**config.mk**
```make
export PLATFORM = sky130hd
export DESIGN_NAME = parity_frame_rx
export DESIGN_NICKNAME = d
export VERILOG_FILES = /design/src/rtl/parity_pkg.sv /design/src/rtl/parity_acc.sv /design/src/rtl/parity_frame_rx.sv
export SDC_FILE = /design/constraint.sdc
export NUM_CORES = 1
export LEC_CHECK = 0
export BUFFER_PORTS_ARGS = -buffer_cell sky130_fd_sc_hd__buf_4
export CAP_MARGIN = 20
export CORE_ASPECT_RATIO = 0.8
export CORE_MARGIN = 3
export CORE_UTILIZATION = 49
export DETAILED_ROUTE_END_ITERATION = 12
export GPL_TIMING_DRIVEN = 0
export MAX_ROUTING_LAYER = met4
export PLACE_DENSITY_LB_ADDON = 0.08
export SLEW_MARGIN = 10
export SYNTH_ARGS = -nofsm -noshare
export SYNTH_HDL_FRONTEND = slang
export SYNTH_SLANG_ARGS = --single-unit
```
**constraint.sdc**
```tcl
create_clock -name clk -period 1.7 [get_ports clk]
set_clock_uncertainty 0.15 [all_clocks]
set_input_delay 0 -clock clk [delete_from_list [all_inputs] [get_ports clk]]
set_output_delay 0 -clock clk [all_outputs]
set_load 0.02 [all_outputs]
```
**src/rtl/parity_pkg.sv**
```systemverilog
// Shared definitions for the parity-framed serial link (receiver and transmitter).
// Contents:
//   ST_*            FSM state encodings
//   frame_bits()    bits per frame: start + data + parity + stop
package parity_pkg;

  localparam int unsigned ST_W = 2;

  localparam logic [ST_W-1:0] ST_IDLE   = 2'd0;
  localparam logic [ST_W-1:0] ST_DATA   = 2'd1;
  localparam logic [ST_W-1:0] ST_PARITY = 2'd2;
  localparam logic [ST_W-1:0] ST_STOP   = 2'd3;

  // Frame length for the default 8-bit word; use frame_bits() for other widths.
  localparam int unsigned FRAME_BITS_DEF = 8 + 3;

  function automatic int unsigned frame_bits(input int unsigned data_w);
    return data_w + 3;
  endfunction

endpackage

```
**src/rtl/parity_acc.sv**
```systemverilog
// Running parity accumulator with a parity-good check.
// Ports:
//   clk, rst  clock and synchronous active-high reset
//   clr       zero the accumulator (takes priority over en)
//   en        XOR din into the accumulator
//   din       bit to accumulate
//   acc       current accumulator value
//   good      1 when acc XOR ODD_PAR is 0
module parity_acc
  import parity_pkg::*;
#(
  parameter bit ODD_PAR = 1'b0
) (
  input  logic clk,
  input  logic rst,
  input  logic clr,
  input  logic en,
  input  logic din,
  output logic acc,
  output logic good
);

  logic acc_q;

  always_ff @(posedge clk) begin
    if (rst || clr) begin
      acc_q <= 1'b0;
    end else if (en) begin
      acc_q <= acc_q ^ din;
    end
  end

  assign acc  = acc_q;
  assign good = ~(acc_q ^ ODD_PAR);

endmodule

```
**src/rtl/parity_frame_rx.sv**
```systemverilog
// Parity-framed serial receiver: start(0), DATA_W data bits LSB first, parity, stop(1).
// Bits are consumed only on clock edges where bit_en is high.
// Ports:
//   clk, rst    clock and synchronous active-high reset
//   bit_en      bit strobe
//   sin         serial line, idle high
//   data_out    last received word (held until the next frame completes)
//   data_valid  one-cycle pulse after the stop bit is sampled
//   parity_err  parity mismatch on the last frame
//   frame_err   stop bit was 0 on the last frame
//   busy        high whenever a frame is in progress
module parity_frame_rx
  import parity_pkg::*;
#(
  parameter int unsigned DATA_W  = 8,
  parameter bit          ODD_PAR = 1'b0
) (
  input  logic              clk,
  input  logic              rst,
  input  logic              bit_en,
  input  logic              sin,
  output logic [DATA_W-1:0] data_out,
  output logic              data_valid,
  output logic              parity_err,
  output logic              frame_err,
  output logic              busy
);

  localparam int unsigned CNT_W = $clog2(DATA_W + 1);
  localparam logic [CNT_W-1:0] CNT_LAST = CNT_W'(DATA_W - 1);

  logic [ST_W-1:0]   state_q;
  logic [CNT_W-1:0]  cnt_q;
  logic [DATA_W-1:0] shreg_q;
  logic [DATA_W-1:0] data_q;
  logic              valid_q;
  logic              perr_q;
  logic              ferr_q;

  logic acc_clr;
  logic acc_en;
  logic acc_val;
  logic par_good;
  logic stop_strobe;

  // Start bit seen: restart parity. Data and parity bits both fold into it.
  assign acc_clr     = bit_en && (state_q == ST_IDLE) && !sin;
  assign acc_en      = bit_en && ((state_q == ST_DATA) || (state_q == ST_PARITY));
  assign stop_strobe = bit_en && (state_q == ST_STOP);

  parity_acc #(
    .ODD_PAR (ODD_PAR)
  ) u_parity_acc (
    .clk  (clk),
    .rst  (rst),
    .clr  (acc_clr),
    .en   (acc_en),
    .din  (sin),
    .acc  (acc_val),
    .good (par_good)
  );

  // FSM, bit counter and data shift register.
  always_ff @(posedge clk) begin
    if (rst) begin
      state_q <= ST_IDLE;
      cnt_q   <= '0;
      shreg_q <= '0;
    end else if (bit_en) begin
      case (state_q)
        ST_IDLE: begin
          if (!sin) begin
            state_q <= ST_DATA;
            cnt_q   <= '0;
          end
        end
        ST_DATA: begin
          shreg_q <= {sin, shreg_q[DATA_W-1:1]};
          cnt_q   <= cnt_q + CNT_W'(1);
          if (cnt_q == CNT_LAST) begin
            state_q <= ST_PARITY;
          end
        end
        ST_PARITY: state_q <= ST_STOP;
        ST_STOP:   state_q <= ST_IDLE;
        default:   state_q <= ST_IDLE;
      endcase
    end
  end

  // Result registers load only when a frame completes.
  always_ff @(posedge clk) begin
    if (rst) begin
      data_q <= '0;
      perr_q <= 1'b0;
      ferr_q <= 1'b0;
    end else if (stop_strobe) begin
      data_q <= shreg_q;
      perr_q <= ~par_good;
      ferr_q <= ~sin;
    end
  end

  always_ff @(posedge clk) begin
    if (rst) begin
      valid_q <= 1'b0;
    end else begin
      valid_q <= stop_strobe;
    end
  end

  assign data_out   = data_q;
  assign data_valid = valid_q;
  assign parity_err = perr_q;
  assign frame_err  = ferr_q;
  assign busy       = (state_q != ST_IDLE);

  // acc_val is visible for debug only.
  logic unused_acc;
  assign unused_acc = acc_val;

endmodule
```
Yosys cells after proc, flatten, opt, wreduce, memory -nomap -nowiden:

Index checks and enable logic that the tools add are counted.

* register bits: 26
* output and inout bits: 12
* logic and storage cells: 35

* add/subtract/negate cells: 1
* equal/unequal tests: 6
* mux-type cells: 5
* bitwise operators: 2
* reduce and logical (&&, ||, !) cells: 13

Operators with widths (count)
* one-hot mux 2 bit (4 select lines): 1
* one-hot mux 4 bit (2 select lines): 1
* AND reduction 3 bit: 2
* adder 4 x 1 -> 4 bit (second input constant): 1
* == test 2 bit (second input constant): 2
* == test 4 x 3 -> 1 bit (second input constant): 1
* logical AND 1 bit: 4
* 2-to-1 mux 2 bit: 2
* 2-to-1 mux 4 bit: 1
* nonzero test 2 bit: 2
* == test 2 x 1 -> 1 bit (second input constant): 1
* logical NOT 2 bit: 1
* logical OR 1 bit: 2
* inequality test 2 x 1 -> 1 bit (second input constant): 1
* inequality test 2 bit (second input constant): 1
* AND reduction 2 bit: 1
* logical NOT 1 bit: 1
* inverter 1 bit: 1
* bitwise XOR 1 bit: 1

Logic depth before layout (Yosys ltp):

Gate-level depths: netlist of the first run.

* depth in word-level cells: 4
* depth in mapped cells: 6
* depth with buffers taken out: 6

Cells and area by module:

Synthesis of the first run repeated with hierarchy kept, for this count alone.

* cell total of the unflattened synthesis: 130
* area, all modules: 1101.1 um^2

Modules (own cells, without submodules)
* parity_frame_rx: instances 1, cells an instance 125, area an instance 1047.3 um^2
* parity_acc: instances 1, cells an instance 5, area an instance 53.8 um^2

Least setup slack after synthesis of the first run:

Ideal clock, no wire load.

* kind: register -> register
* from: reg state_q[1]
* to: reg cnt_q[2]
* setup time: 130 ps
* arrival time: 1297 ps
* required time: 1420 ps
* slack: 123 ps
* cell stages (with the launch flop): 6
* path buffers: 1
* clock period less this slack: 1577 ps
* path through: dfxtp_1 -> inv_1 -> ha_1 -> buf_2 -> o41ai_1 -> nor2_1

* cells in the longest elaborated chain, start to end: 3
* elaborated cells on any way between the ends: 6
* those cells by class: eq/ne: 2; mux: 1; reduce/logical: 3

RTL lines
* start: declaration: RTL line parity_frame_rx.sv:32 `logic [ST_W-1:0] state_q;`
* start signal: assignment: RTL line parity_frame_rx.sv:66 `state_q <= ST_IDLE;`
* start signal: assignment: RTL line parity_frame_rx.sv:73 `state_q <= ST_DATA;`
* start signal: assignment: RTL line parity_frame_rx.sv:81 `state_q <= ST_PARITY;`
* == test 2 x 1 -> 1 bit or logical NOT 2 bit (tied branches): RTL line parity_frame_rx.sv:70 `case (state_q)`
* nonzero test 2 bit (no source line) or inequality test 2 bit (tied branches)
* AND reduction 3 bit (no source line)
* end signal: assignment: RTL line parity_frame_rx.sv:79 `cnt_q <= cnt_q + CNT_W'(1);`
* end: declaration: RTL line parity_frame_rx.sv:33 `logic [CNT_W-1:0] cnt_q;`

Parallel ways exist; a longest one is shown, timed or not.
A chain may end at the register's enable or synchronous reset.

Worst setup path after layout of the first run:

* from: reg state_q[1]
* to: reg state_q[1]

* cells in the longest elaborated chain, start to end: 3
* elaborated cells on any way between the ends: 8
* those cells by class: eq/ne: 5; mux: 1; reduce/logical: 2

RTL lines (RTL line)
* == test 2 x 1 -> 1 bit or logical NOT 2 bit (tied branches): parity_frame_rx.sv:70
* inequality test 2 x 1 -> 1 bit (no source line) or inequality test 2 bit (tied branches)
* AND reduction 3 bit (no source line)

Parallel ways exist; a longest one is shown, timed or not.

==> results_tabular.tex, run 1 <==
\begin{tabular}{lr}
\hline
Metric & Value \\
\hline
\multicolumn{2}{l}{\textbf{Run status}} \\
\quad Result of the run & finished clean \\
\multicolumn{2}{l}{\textbf{Detailed routing}} \\
\quad DR vias & 905 \\
\quad Wire length per cell & 12.7 µm \\
\quad Post-detailed-route DRC marker count & 0 \\
\quad Routed Wire Length & 2210 µm \\
\quad Post-DR vias/cell & 5.20 \\
\quad ANT nets after route & 0 \\
\quad Number of DRC violations after detailed-routing iteration 0 & 42 \\
\quad TritonRoute pass-1 iters & 4 \\
\multicolumn{2}{l}{\textbf{Die}} \\
\quad Initial core utilization & between 50\% and 60\% \\
\quad IO Pins & 16 \\
\quad \# rows & 14 \\
\quad Die span in x & 59.4 µm \\
\quad DIE AREA & 2900 µm² \\
\quad Die extent in y & between 40 and 50 µm \\
\quad Core area & 2010 µm² \\
\multicolumn{2}{l}{\textbf{Timing}} \\
\quad Max\_slew headroom & 68.0\% \\
\quad Total Neg Setup Slack & 0 ps \\
\quad Pin slew with the least headroom to its limit & 480 ps \\
\quad Final hold violation count & 0 \\
\quad Unrepaired setup endpoints after global routing & no \\
\quad Clock period minus worst slack & 1600 ps \\
\quad Max frequency & 625 MHz \\
\quad Setup Viol. Count Final & 0 \\
\quad Final-report max-slew violation count & 0 \\
\quad Worst Hold Margin & roughly 310 ps \\
\quad Post-route fraction of the period consumed by the critical path & 94.2\% \\
\multicolumn{2}{l}{\textbf{Setup path}} \\
\quad Biggest cell delay along the critical path & approximately 380 ps \\
\quad Worst path slowest cell & sky130\_fd\_sc\_hd\_\_dfxtp\_2 \\
\quad Worst r2r src & state\_q[1] \\
\quad Critical path launch point type & flip-flop \\
\quad Required arrival time at the worst endpoint & between 1500 and 2000 ps \\
\quad Largest fanout on the critical path & 4 \\
\quad Launching element of the worst setup path & state\_q[1] \\
\quad Worst reg2reg path endpoint & state\_q[1] \\
\quad Buf/Inv on CP & 1 \\
\quad Setup Crit Path Kind & flip-flop to flip-flop \\
\quad Worst path cell trace & inv\_1 > ha\_1 > a221oi\_4 > mux2i\_1 > nor2\_1 \\
\quad R2R depth & 5 \\
\quad Number of stages on the worst setup path & 5 \\
\quad Capturing element type of the critical path & flip-flop \\
\quad Gate family responsible for the most delay along the worst path & flip-flops \\
\quad Termination of the worst setup path & state\_q[1] \\
\quad Signal arrival time at the worst endpoint & approximately 1700 ps \\
\quad Register-to-register path setup slack & 100 ps \\
\multicolumn{2}{l}{\textbf{Clocking}} \\
\quad Num Clock Sinks & 26 \\
\quad CTS tree & built \\
\quad CTS Root Buffer Type & sky130\_fd\_sc\_hd\_\_clkbuf\_4 \\
\quad Source-to-sink clock delay at the later pin of the worst-skew pair & 310 ps \\
\quad Buffer depth of the longest clock path & 2 \\
\quad Total CTS buffers & 3 \\
\quad Clock Pin Slew Worst Setup and Hold Paths & 120 ps \\
\quad H-tree levels & 1 \\
\multicolumn{2}{l}{\textbf{Final layout}} \\
\quad Footprint of the multi-input gates & 569 µm² \\
\quad Most frequent cells in the layout & sky130\_fd\_sc\_hd\_\_nand2\_1, sky130\_fd\_sc\_hd\_\_dfxtp\_1, sky130\_fd\_sc\_hd\_\_a21oi\_1 \\
\quad Fraction of layout cells with a size suffix above 1 & just under 20\% \\
\quad Final layout net count & roughly 160 \\
\quad Final cell utilization of the core & 65.8\% \\
\quad Register cell area after layout & 523 µm² \\
\quad Layout Cell Area excl Fill & 1330 µm² \\
\quad Ant. Diodes & 0 \\
\quad Most common cell after layout, fill and taps aside & sky130\_fd\_sc\_hd\_\_nand2\_1 \\
\quad Non-Filler Instances & 174 \\
\quad Area added between synthesis and finish & 18.5\% \\
\quad Final-layout fill cell count & $\sim$170 \\
\multicolumn{2}{l}{\textbf{Global route}} \\
\quad Vias in the first global route & 769 \\
\quad Initial antenna violation count & 0 \\
\quad Wire length of the first global-routing pass & 3570 µm \\
\quad Pin count of the biggest net entering global routing & 14 \\
\quad Aggregate global-route resource usage & 16.8\% \\
\quad Total congestion overflow after global routing & 0 \\
\multicolumn{2}{l}{\textbf{Place}} \\
\quad Placement-stage cell area & $\sim$1200 µm² \\
\quad Total placed cells including tap cells & 168 \\
\quad Count of input and output buffers & 13 \\
\quad Total half-perimeter wirelength after legalization and detailed placement & 1640 µm \\
\quad GPL Wtd Cong & 0.800 \\
\multicolumn{2}{l}{\textbf{Yosys}} \\
\quad Portion of netlist area occupied by mux cells & under 10\% \\
\quad Synth area leaders & sky130\_fd\_sc\_hd\_\_dfxtp\_1, sky130\_fd\_sc\_hd\_\_nand2\_1, sky130\_fd\_sc\_hd\_\_a21oi\_1 \\
\quad Share of synthesized cell area in full adder, half adder and majority cells & 6.71\% \\
\quad Combinational family with the most area after synthesis & simple AND/OR/NAND/NOR gates \\
\quad Synth Area per Inst & about 8.5 µm² \\
\quad Cell accounting for the most synthesized area & sky130\_fd\_sc\_hd\_\_dfxtp\_1 \\
\quad Fraction of the mapped netlist area in simple logic gates & a little under a quarter \\
\quad Seq/Total Area, Yosys & 46.5\% \\
\quad Synthesized netlist net count & roughly 140 \\
\quad Cell area after technology mapping & 1120 µm² \\
\quad Fraction of post-synthesis cell area in the top cell type by area & 46.5\% \\
\quad Synth Area in Compound Gates & 16.3\% \\
\quad Synth Area in XOR/XNOR & 1.57\% \\
\quad Library cells used by synthesis & 26 \\
\quad Syn Inst Count & 131 \\
\quad Count of state elements after synthesis & 26 \\
\quad Number of warning messages in the yosys log & 0 \\
\multicolumn{2}{l}{\textbf{Pwr}} \\
\quad Switching pwr & 0.000267 W \\
\quad Fraction of power consumed by sequential logic & 61.1\% \\
\quad Clock power frac & 24.3\% \\
\quad Logic gate share of total power & between 10\% and 20\% \\
\quad Cell Int Power & around 0.00076 W \\
\quad Total power per unit cell area & 775 nW/µm² \\
\quad Leak Pwr & 0.543 nW \\
\quad Switching Share & around a quarter \\
\quad Max IR drop VDD & 829 µV \\
\multicolumn{2}{l}{\textbf{Hold path}} \\
\quad Worst hold path type & flip-flop to flip-flop \\
\multicolumn{2}{l}{\textbf{Flow run}} \\
\quad Number of violations of the max-capacitance limit & 0 \\
\hline
\end{tabular}
==> logic make-up after synthesis <==
kind of cell	after synthesis
XOR/XNOR	2
multiplexers	2
AND/OR/NAND/NOR	55
adder cells (fa/ha/maj)	6
buffers and inverters	12
AO/OA/AOI/OAI	28
flip-flops	26
==> worst min-delay path: cells and delay by family (launching register included) <==
family          cells  cell delay (ps)
simple gates        1               50
flops               1              330
compound gates      1               50
==> repair_timing <==
| item | CTS | global route |
|---|---|---|
| gates resized for setup | 1 | 6 |
| hold buffers | 3 | 0 |
| hold endpoints to repair | 10 | 0 |
| setup endpoints to repair | 3 | 4 |
| pin swaps | 1 | 0 |
| buffers inserted | 0 | 0 |
==> power by group through the flow <==
| stage | clock, W | sequential [W] | combinational, W |
|---|---|---|---|
| 2_1_floorplan | 0 | 0.000639 | 0.0000998 |
| 3_3_place_gp | 0 | 0.000640 | 0.000130 |
| 3_5_place_dp | 0 | 0.000640 | 0.000133 |
| 4_1_cts | 0.000261 | 0.000627 | 0.000141 |
| 5_1_grt | 0.000283 | 0.000629 | 0.000163 |
| 6_report | 0.000250 | 0.000627 | 0.000150 |
==> stage by stage <==
stage / power, W / setup WS [ps]
after global routing: 0.00108 / 27.1
after CTS: 0.00103 / 3.46
after global placement: 0.000770 / -42.4
after detailed placement: 0.000773 / -57.1
final: 0.00103 / 98.8
after floorplan: 0.000739 / 123
==> per-layer routing <==
metal	part of all wire (%)	track usage, %	up-vias
li1	-	-	477
met1	49	22.5	402
met2	44	24.0	24
met3	6.2	4.79	2
met4	0.86	5.66	0
met5	0	-	-
==> cells in the mapped netlist <==
| library cell | number |
|---|---|
| sky130_fd_sc_hd__nand2_1 | 31 |
| sky130_fd_sc_hd__dfxtp_1 | 26 |
| sky130_fd_sc_hd__a21oi_1 | 19 |
| sky130_fd_sc_hd__nor2_1 | 9 |
| sky130_fd_sc_hd__nand3_1 | 8 |
| sky130_fd_sc_hd__ha_1 | 6 |
| sky130_fd_sc_hd__inv_1 | 5 |
| sky130_fd_sc_hd__buf_2 | 4 |
| sky130_fd_sc_hd__clkbuf_1 | 3 |
| sky130_fd_sc_hd__mux2i_1 | 2 |
| sky130_fd_sc_hd__o211ai_1 | 2 |
| sky130_fd_sc_hd__xor2_1 | 2 |
| sky130_fd_sc_hd__a211oi_1 | 1 |
| sky130_fd_sc_hd__a211oi_2 | 1 |
| sky130_fd_sc_hd__a221oi_4 | 1 |
| sky130_fd_sc_hd__a22oi_1 | 1 |
| sky130_fd_sc_hd__and2_1 | 1 |
| sky130_fd_sc_hd__and3_2 | 1 |
| sky130_fd_sc_hd__nand3b_4 | 1 |
| sky130_fd_sc_hd__nand4_1 | 1 |
| sky130_fd_sc_hd__nor2b_1 | 1 |
| sky130_fd_sc_hd__nor2b_2 | 1 |
| sky130_fd_sc_hd__nor3b_1 | 1 |
| sky130_fd_sc_hd__o21ai_0 | 1 |
| sky130_fd_sc_hd__o21ai_1 | 1 |
| sky130_fd_sc_hd__o41ai_1 | 1 |
==> state kept, by name, indices dropped and copies added (netlist names) <==
| register | count |
|---|---|
| data_out | 8 |
| shreg_q | 8 |
| frame_err | 1 |
| u_parity_acc.acc | 1 |
| state_q | 2 |
| parity_err | 1 |
| cnt_q | 4 |
| data_valid | 1 |
==> worst min-delay path by stage <==
| stage | startpoint | end | slack, ps | cells past startpoint |
|---|---|---|---|---|
| 2_1_floorplan | sin | frame_err | -50 | 1 |
| 3_3_place_gp | sin | frame_err | 120 | 2 |
| 3_5_place_dp | sin | frame_err | 140 | 2 |
| 4_1_cts | shreg_q[0] | shreg_q[0] | 320 | 2 |
| 5_1_grt | shreg_q[0] | shreg_q[0] | 350 | 2 |
| 6_report | data_out[3] | data_out[3] | 310 | 2 |
==> cell type report <==
type / instances / area share (%)
Buffer: 7 / 2.55
Tap cell: 24 / 2.27
Timing Repair Buffer: 16 / 9.63
Multi-Input combinational cell: 93 / 43.0
Sequential cell: 26 / 39.5
Inverter: 5 / 1.42
Clock buffer: 3 / 1.70
Note: power is estimated with default switching activity, not from simulation.
==> run 2: changes to the inputs <==
--- a/config.mk
+++ b/config.mk
@@ -5,6 +5,7 @@
 export SDC_FILE = /design/constraint.sdc
 export NUM_CORES = 1
 export LEC_CHECK = 0
+export ABC_AREA = 1
 export BUFFER_PORTS_ARGS = -buffer_cell sky130_fd_sc_hd__buf_4
 export CAP_MARGIN = 20
 export CORE_ASPECT_RATIO = 0.8
==> run 2 against run 1 <==
Effect of this change: register-to-register slack hardly changed; routed wire length is 2.1% lower; sequential share of layout area is 0.077 points lower; total power is 16% higher; cell count is 11% higher; design area is 0.28% lower; sequential cell count stayed put; combinational power is 51% higher; sequential power is 5.9% higher; worst hold slack better by 2.5 ps; area after synthesis is 1.7% lower; largest power group unchanged; core utilization is 0.39 points higher.
==> results_tabular.tex, run 2 <==
\begin{tabular}{lr}
\hline
Metric & Value \\
\hline
\multicolumn{2}{l}{\textbf{Run status}} \\
\quad Result of the run & finished clean \\
\multicolumn{2}{l}{\textbf{Timing}} \\
\quad Max\_slew headroom & approximately 77\% \\
\quad Unrepaired setup endpoints after global routing & no \\
\quad Post-route fraction of the period consumed by the critical path & a little over nine tenths \\
\quad Clock period minus worst slack & 1600 ps \\
\quad Final-report max-slew violation count & 0 \\
\quad Total Neg Setup Slack & 0 ps \\
\quad Final hold violation count & 0 \\
\quad Pin slew with the least headroom to its limit & roughly 340 ps \\
\quad Setup Viol. Count Final & 0 \\
\quad Max frequency & 627 MHz \\
\multicolumn{2}{l}{\textbf{Yosys}} \\
\quad Count of state elements after synthesis & 26 \\
\quad Library cells used by synthesis & 17 \\
\quad Synthesized netlist net count & 156 \\
\quad Prevailing post-synth register cell & sky130\_fd\_sc\_hd\_\_dfxtp\_1 \\
\quad Post-synth top cells & sky130\_fd\_sc\_hd\_\_nor2\_1, sky130\_fd\_sc\_hd\_\_dfxtp\_1, sky130\_fd\_sc\_hd\_\_nand2\_1 \\
\quad Synth area leaders & sky130\_fd\_sc\_hd\_\_dfxtp\_1, sky130\_fd\_sc\_hd\_\_nor2\_1, sky130\_fd\_sc\_hd\_\_ha\_1 \\
\quad Synth Area per Inst & 7.53 µm² \\
\quad Seq/Total Area, Yosys & 47.3\% \\
\quad Cell area after technology mapping & 1100 µm² \\
\quad Number of warning messages in the yosys log & 0 \\
\quad Fraction of post-synthesis cell area in the top cell type by area & 47.3\% \\
\quad Cell accounting for the most synthesized area & sky130\_fd\_sc\_hd\_\_dfxtp\_1 \\
\quad Fraction of registers with async set/reset & 0\% \\
\quad Most frequent cell after synthesis & sky130\_fd\_sc\_hd\_\_nor2\_1 \\
\quad Syn Inst Count & 146 \\
\quad Number of enable flip-flop cells after synthesis & 0 \\
\multicolumn{2}{l}{\textbf{Global route}} \\
\quad Wire length of the first global-routing pass & 3740 µm \\
\quad Initial antenna violation count & 0 \\
\quad Aggregate global-route resource usage & roughly 17\% \\
\quad Vias in the first global route & 829 \\
\quad Pin count of the biggest net entering global routing & 15 \\
\quad Total congestion overflow after global routing & 0 \\
\multicolumn{2}{l}{\textbf{Place}} \\
\quad Count of input and output buffers & 15 \\
\quad GPL Wtd Cong & 0.793 \\
\quad Total half-perimeter wirelength after legalization and detailed placement & between 1500 and 2000 µm \\
\multicolumn{2}{l}{\textbf{Setup path}} \\
\quad Setup Crit Path Kind & flip-flop to flip-flop \\
\quad Required arrival time at the worst endpoint & 1810 ps \\
\quad Largest fanout on the critical path & 6 \\
\quad Signal arrival time at the worst endpoint & roughly 1700 ps \\
\quad Capturing element type of the critical path & flip-flop \\
\quad Critical path launch point type & flip-flop \\
\multicolumn{2}{l}{\textbf{Final layout}} \\
\quad Register cell area after layout & 520 µm² \\
\quad Final layout net count & 180 \\
\quad Most frequent cells in the layout & sky130\_fd\_sc\_hd\_\_nor2\_1, sky130\_fd\_sc\_hd\_\_dfxtp\_1, sky130\_fd\_sc\_hd\_\_nand2\_1 \\
\quad Area added between synthesis and finish & 20.1\% \\
\quad Ant. Diodes & 0 \\
\quad Final-layout fill cell count & 182 \\
\quad Final cell utilization of the core & 66.2\% \\
\quad Fraction of layout cells with a size suffix above 1 & between 10\% and 20\% \\
\quad Footprint of the multi-input gates & 513 µm² \\
\quad Most common cell after layout, fill and taps aside & sky130\_fd\_sc\_hd\_\_nor2\_1 \\
\multicolumn{2}{l}{\textbf{Clocking}} \\
\quad Source-to-sink clock delay at the later pin of the worst-skew pair & about 310 ps \\
\quad Total CTS buffers & 3 \\
\quad CTS Root Buffer Type & sky130\_fd\_sc\_hd\_\_clkbuf\_4 \\
\quad Num Clock Sinks & 26 \\
\quad CTS tree & built \\
\quad Clock Pin Slew Worst Setup and Hold Paths & 130 ps \\
\quad Count of buffers added by post-CTS timing repair for setup & 0 \\
\quad Buffer depth of the longest clock path & 2 \\
\quad H-tree levels & 1 \\
\multicolumn{2}{l}{\textbf{Detailed routing}} \\
\quad Post-DR vias/cell & 4.90 \\
\quad DR vias & 946 \\
\quad Post-detailed-route DRC marker count & 0 \\
\quad TritonRoute pass-1 iters & 4 \\
\quad Wire length per cell & about 11 µm \\
\quad Number of DRC violations after detailed-routing iteration 0 & 43 \\
\quad Routed Wire Length & 2160 µm \\
\quad ANT nets after route & 0 \\
\multicolumn{2}{l}{\textbf{Flow run}} \\
\quad Number of violations of the max-capacitance limit & 0 \\
\multicolumn{2}{l}{\textbf{Die}} \\
\quad Core area & 2000 µm² \\
\quad \# rows & 14 \\
\quad Die extent in y & 48.4 µm \\
\quad IO Pins & 16 \\
\quad Die span in x & 59.0 µm \\
\quad DIE AREA & about 2900 µm² \\
\quad Initial core utilization & 55.1\% \\
\multicolumn{2}{l}{\textbf{Pwr}} \\
\quad Max IR drop VDD & 652 µV \\
\quad Leak Pwr & 0.593 nW \\
\quad Total power per unit cell area & around 900 nW/µm² \\
\multicolumn{2}{l}{\textbf{Hold path}} \\
\quad Worst hold path type & primary input to flip-flop \\
\hline
\end{tabular}
[run 2: cell types whose count changed after synthesis, moves of 3 or more]
cell	change
sky130_fd_sc_hd__nor2_1	+32
sky130_fd_sc_hd__o21ai_0	+14
sky130_fd_sc_hd__a21oi_1	-12
sky130_fd_sc_hd__nand2_1	-12
sky130_fd_sc_hd__inv_1	+5
sky130_fd_sc_hd__buf_2	-4
sky130_fd_sc_hd__o21ai_1	+4
sky130_fd_sc_hd__inv_2	+3
[run 2: critical path, stage by stage, from the launching register on]
cell	delay (ps)
sky130_fd_sc_hd__dfxtp_1	410
sky130_fd_sc_hd__inv_1	110
sky130_fd_sc_hd__ha_1	310
sky130_fd_sc_hd__a21oi_4	250
sky130_fd_sc_hd__nand2_1	110
sky130_fd_sc_hd__nand2_1	70
sky130_fd_sc_hd__nand2_1	40
sky130_fd_sc_hd__nor2_1	80
[run 2: logic make-up after synthesis]
| group | after synthesis | share of synthesized area, % |
|---|---|---|
| simple gates | 70 | 25.8 |
| compound gates | 28 | 13.8 |
| fa+ha+maj | 6 | 6.83 |
| buf+inv | 16 | 6.26 |
| flops | 26 | 47.3 |
[run 2: area by class of cell]
| type | instances | area share (%) |
|---|---|---|
| clock buffer | 4 | 2.75 |
| inverter | 13 | 3.69 |
| sequential | 26 | 39.4 |
| timing repair buffer | 19 | 11.6 |
| multi-input combinational | 104 | 38.8 |
| buffer | 3 | 1.52 |
| tap | 24 | 2.27 |
[run 2: stage by stage]
step	total power, W	instances	setup WS, ps	hold WS (ps)	area, µm²
2_1_floorplan	0.000828	146	312	-77.6	1100
4_1_cts	0.00120	193	104	292	1320
5_1_grt	0.00127	193	17.8	320	1320
3_5_place_dp	0.000894	185	138	21.9	1240
6_report	0.00120	193	104	316	1320
3_3_place_gp	0.000884	185	191	18.3	1240
[run 2: final timing paths]
check | start | endpoint | slack, ps | depth (start not counted)
worst min register to register | u_parity_acc.acc | u_parity_acc.acc | 320 | 2
worst min-delay path | sin | frame_err | 320 | 3
worst max register to register | state_q[0] | state_q[1] | 100 | 7
worst max-delay path | state_q[0] | state_q[1] | 100 | 7
[run 2: report_power, final]
group	internal [W]	leakage, nW	switching, W
combinational	0.0000853	0.362	0.000141
sequential	0.000642	0.211	0.0000219
clock	0.000131	0.0210	0.000175
[run 2: routing by layer]
| metal | share of wire [%] | GRT usage, % |
|---|---|---|
| met1 | 52 | 24.6 |
| met2 | 42 | 24.6 |
| met3 | 5.4 | 5.05 |
| met4 | 0.46 | 3.40 |
| met5 | 0 | - |
[run 2: what timing repair did]
action                                 CTS  global route
resized for setup                        0             1
endpoints found under the hold margin   10             0
setup endpoints to repair                0             1
hold buffers                             4             0
==> run 3: changes to the inputs <==
--- a/config.mk
+++ b/config.mk
@@ -10,7 +10,7 @@
 export CAP_MARGIN = 20
 export CORE_ASPECT_RATIO = 0.8
 export CORE_MARGIN = 3
-export CORE_UTILIZATION = 49
+export CORE_UTILIZATION = 54
 export DETAILED_ROUTE_END_ITERATION = 12
 export GPL_TIMING_DRIVEN = 0
 export MAX_ROUTING_LAYER = met4
==> constraint.sdc (replaced) <==
create_clock -name clk -period 1.5 [get_ports clk]
set_clock_uncertainty 0.15 [all_clocks]
set_input_delay 0 -clock clk [delete_from_list [all_inputs] [get_ports clk]]
set_output_delay 0 -clock clk [all_outputs]
set_load 0.02 [all_outputs]
==> run 3 against run 2 <==
Effect of this change: global-route usage increased by 0.34 points; worst hold slack got worse by 100 ps; core utilization increased by 9.3 points; sequential cell count unchanged; worst setup slack got worse by 31 ps; die area decreased by 8.2%; routed wire length decreased by 1.6%; cell count decreased by 1.6%; total power increased by 24%; largest power group unchanged.
==> results_tabular.tex, run 3 (synthesized netlist as in run 2, its figures left out) <==
\begin{tabular}{lr}
\hline
Metric & Value \\
\hline
\multicolumn{2}{l}{\textbf{Detailed routing}} \\
\quad DR vias & 957 \\
\quad Number of DRC violations after detailed-routing iteration 0 & 23 \\
\quad Wire length per cell & around 11 µm \\
\quad Post-detailed-route DRC marker count & 0 \\
\quad Routed Wire Length & 2130 µm \\
\quad ANT nets after route & 0 \\
\quad TritonRoute pass-1 iters & 4 \\
\quad Post-DR vias/cell & roughly 5.0 \\
\multicolumn{2}{l}{\textbf{Final layout}} \\
\quad Ant. Diodes & 0 \\
\quad Area added between synthesis and finish & 21.6\% \\
\quad Non-Filler Instances & 190 \\
\quad Most frequent cells in the layout & sky130\_fd\_sc\_hd\_\_nor2\_1, sky130\_fd\_sc\_hd\_\_dfxtp\_1, sky130\_fd\_sc\_hd\_\_nand2\_1 \\
\quad Fraction of layout cells with a size suffix above 1 & between 20\% and 30\% \\
\quad Final cell utilization of the core & 75.4\% \\
\quad Most common cell after layout, fill and taps aside & sky130\_fd\_sc\_hd\_\_nor2\_1 \\
\quad Layout Cell Area excl Fill & about 1300 µm² \\
\quad Final layout net count & 179 \\
\multicolumn{2}{l}{\textbf{Hold path}} \\
\quad Worst hold path depth & 3 \\
\quad Hold Crit Endpoint & data\_valid \\
\quad Worst hold path type & primary input to flip-flop \\
\quad Hold\_sp & rst \\
\multicolumn{2}{l}{\textbf{Setup path}} \\
\quad Setup Crit Path Kind & flip-flop to primary output \\
\quad Signal arrival time at the worst endpoint & 1280 ps \\
\quad Buf/Inv on CP & 3 \\
\quad Register-to-register path setup slack & around 90 ps \\
\quad Top cell by count, worst path & sky130\_fd\_sc\_hd\_\_inv\_1 \\
\quad Capturing element type of the critical path & primary output \\
\quad Biggest cell delay along the critical path & roughly 350 ps \\
\quad Gate family responsible for the most delay along the worst path & flip-flops \\
\quad Worst r2r src & state\_q[1] \\
\quad Worst path slowest cell & sky130\_fd\_sc\_hd\_\_dfxtp\_2 \\
\quad Critical path launch point type & flip-flop \\
\quad Required arrival time at the worst endpoint & 1350 ps \\
\quad Largest fanout on the critical path & 6 \\
\quad Worst reg2reg path endpoint & shreg\_q[7] \\
\quad R2R depth & 6 \\
\quad Worst path cell trace & inv\_1 > ha\_2 > inv\_1 > buf\_4 \\
\multicolumn{2}{l}{\textbf{Clocking}} \\
\quad Count of buffers added by post-CTS timing repair for setup & 0 \\
\quad CTS Root Buffer Type & sky130\_fd\_sc\_hd\_\_clkbuf\_4 \\
\quad CTS tree & built \\
\quad Num Clock Sinks & 26 \\
\quad Buffer depth of the longest clock path & 2 \\
\quad Clock Pin Slew Worst Setup and Hold Paths & 140 ps \\
\quad Total CTS buffers & 3 \\
\quad Source-to-sink clock delay at the later pin of the worst-skew pair & 330 ps \\
\quad H-tree levels & 1 \\
\multicolumn{2}{l}{\textbf{Place}} \\
\quad Total half-perimeter wirelength after legalization and detailed placement & 1560 µm \\
\quad GPL Wtd Cong & 0.781 \\
\quad Count of input and output buffers & 15 \\
\quad Total placed cells including tap cells & 183 \\
\quad Placement-stage cell area & 1240 µm² \\
\multicolumn{2}{l}{\textbf{Timing}} \\
\quad Clock period minus worst slack & 1430 ps \\
\quad Max\_slew headroom & 78.1\% \\
\quad Setup Viol. Count Final & 0 \\
\quad Total Neg Setup Slack & 0 ps \\
\quad Final hold violation count & 0 \\
\quad Max frequency & approximately 700 MHz \\
\quad Pin slew with the least headroom to its limit & 328 ps \\
\quad Unrepaired setup endpoints after global routing & yes \\
\quad Final-report max-slew violation count & 0 \\
\quad Post-route fraction of the period consumed by the critical path & 95.1\% \\
\multicolumn{2}{l}{\textbf{Pwr}} \\
\quad Final Power & 0.00149 W \\
\quad Leak Pwr & 0.592 nW \\
\quad Total power per unit cell area & 1110 nW/µm² \\
\quad Max IR drop VDD & 654 µV \\
\multicolumn{2}{l}{\textbf{Die}} \\
\quad Initial core utilization & 62.0\% \\
\quad Die extent in y & between 40 and 50 µm \\
\quad Core area & 1770 µm² \\
\quad \# rows & 13 \\
\quad IO Pins & 16 \\
\quad Die span in x & 56.5 µm \\
\quad DIE AREA & about 2600 µm² \\
\multicolumn{2}{l}{\textbf{Flow run}} \\
\quad Number of violations of the max-capacitance limit & 0 \\
\multicolumn{2}{l}{\textbf{Global route}} \\
\quad Wire length of the first global-routing pass & between 3000 and 4000 µm \\
\quad Total congestion overflow after global routing & 0 \\
\quad Vias in the first global route & 771 \\
\quad Initial antenna violation count & 0 \\
\quad Aggregate global-route resource usage & 17.7\% \\
\quad Pin count of the biggest net entering global routing & 16 \\
\multicolumn{2}{l}{\textbf{Run status}} \\
\quad Result of the run & finished clean \\
\hline
\end{tabular}
==> run 3: changes by cell type in the layout (fill, tap and decap cells not counted), sizes merged <==
cell         before  now
bufinv            0    1
clkbuf            6    5
dlygate4sd3       4    3
==> run 3: worst max path at each step <==
stage / from / to / slack, ps / cells after the start
after floorplan: state_q[0] / cnt_q[3] / 110 / 6
after global placement: state_q[0] / cnt_q[2] / -10 / 8
after detailed placement: state_q[0] / cnt_q[2] / -40 / 9
after CTS: state_q[0] / cnt_q[2] / 20 / 9
after global routing: state_q[1] / busy / -3 / 4
final: state_q[1] / busy / 70 / 4
==> run 3: metrics by stage <==
stage,hold slack (ps),setup slack (ps)
after global routing,222,-2.51
after CTS,212,18.4
after floorplan,-77.6,112
after detailed placement,25.5,-36.5
after global placement,20.4,-11.1
final,215,72.9
==> run 3: cell type report <==
| type | count | area [µm²] |
|---|---|---|
| flip-flops and latches | 26 | 526 |
| multi-input cells | 104 | 520 |
| fillers | 145 | 435 |
| repair buffers | 18 | 143 |
| inverters | 13 | 48.8 |
| clock inverters | 1 | 30.0 |
| well taps | 22 | 27.5 |
| clock buffers | 3 | 22.5 |
| plain buffers | 3 | 20.0 |
==> run 3: worst min-delay path, stage by stage <==
cell and delay [ps]:
sky130_fd_sc_hd__dlygate4sd3_1 530, sky130_fd_sc_hd__buf_4 110, sky130_fd_sc_hd__nor2_1 30
==> run 3: layer usage <==
metal	part of all wire, %	routed length (µm)	track usage, %	vias to the layer above
met5	0	0	-	-
met4	0.94	20	7.11	0
li1	-	-	-	514
met3	5.0	107	5.04	4
met1	50	1070	21.2	416
met2	44	931	28.6	23
==> run 3: repair_timing <==
item,in CTS,in global routing
hold buffers,3,0
resized for setup,1,6
pin swaps,0,1
endpoints found under the hold margin,11,0
setup endpoints to repair,5,11
==> run 3: power breakdown <==
group	internal, W	switching (W)	leakage (nW)
registers	0.000729	0.0000265	0.212
logic	0.000100	0.000156	0.352
clock network	0.000271	0.000203	0.0279
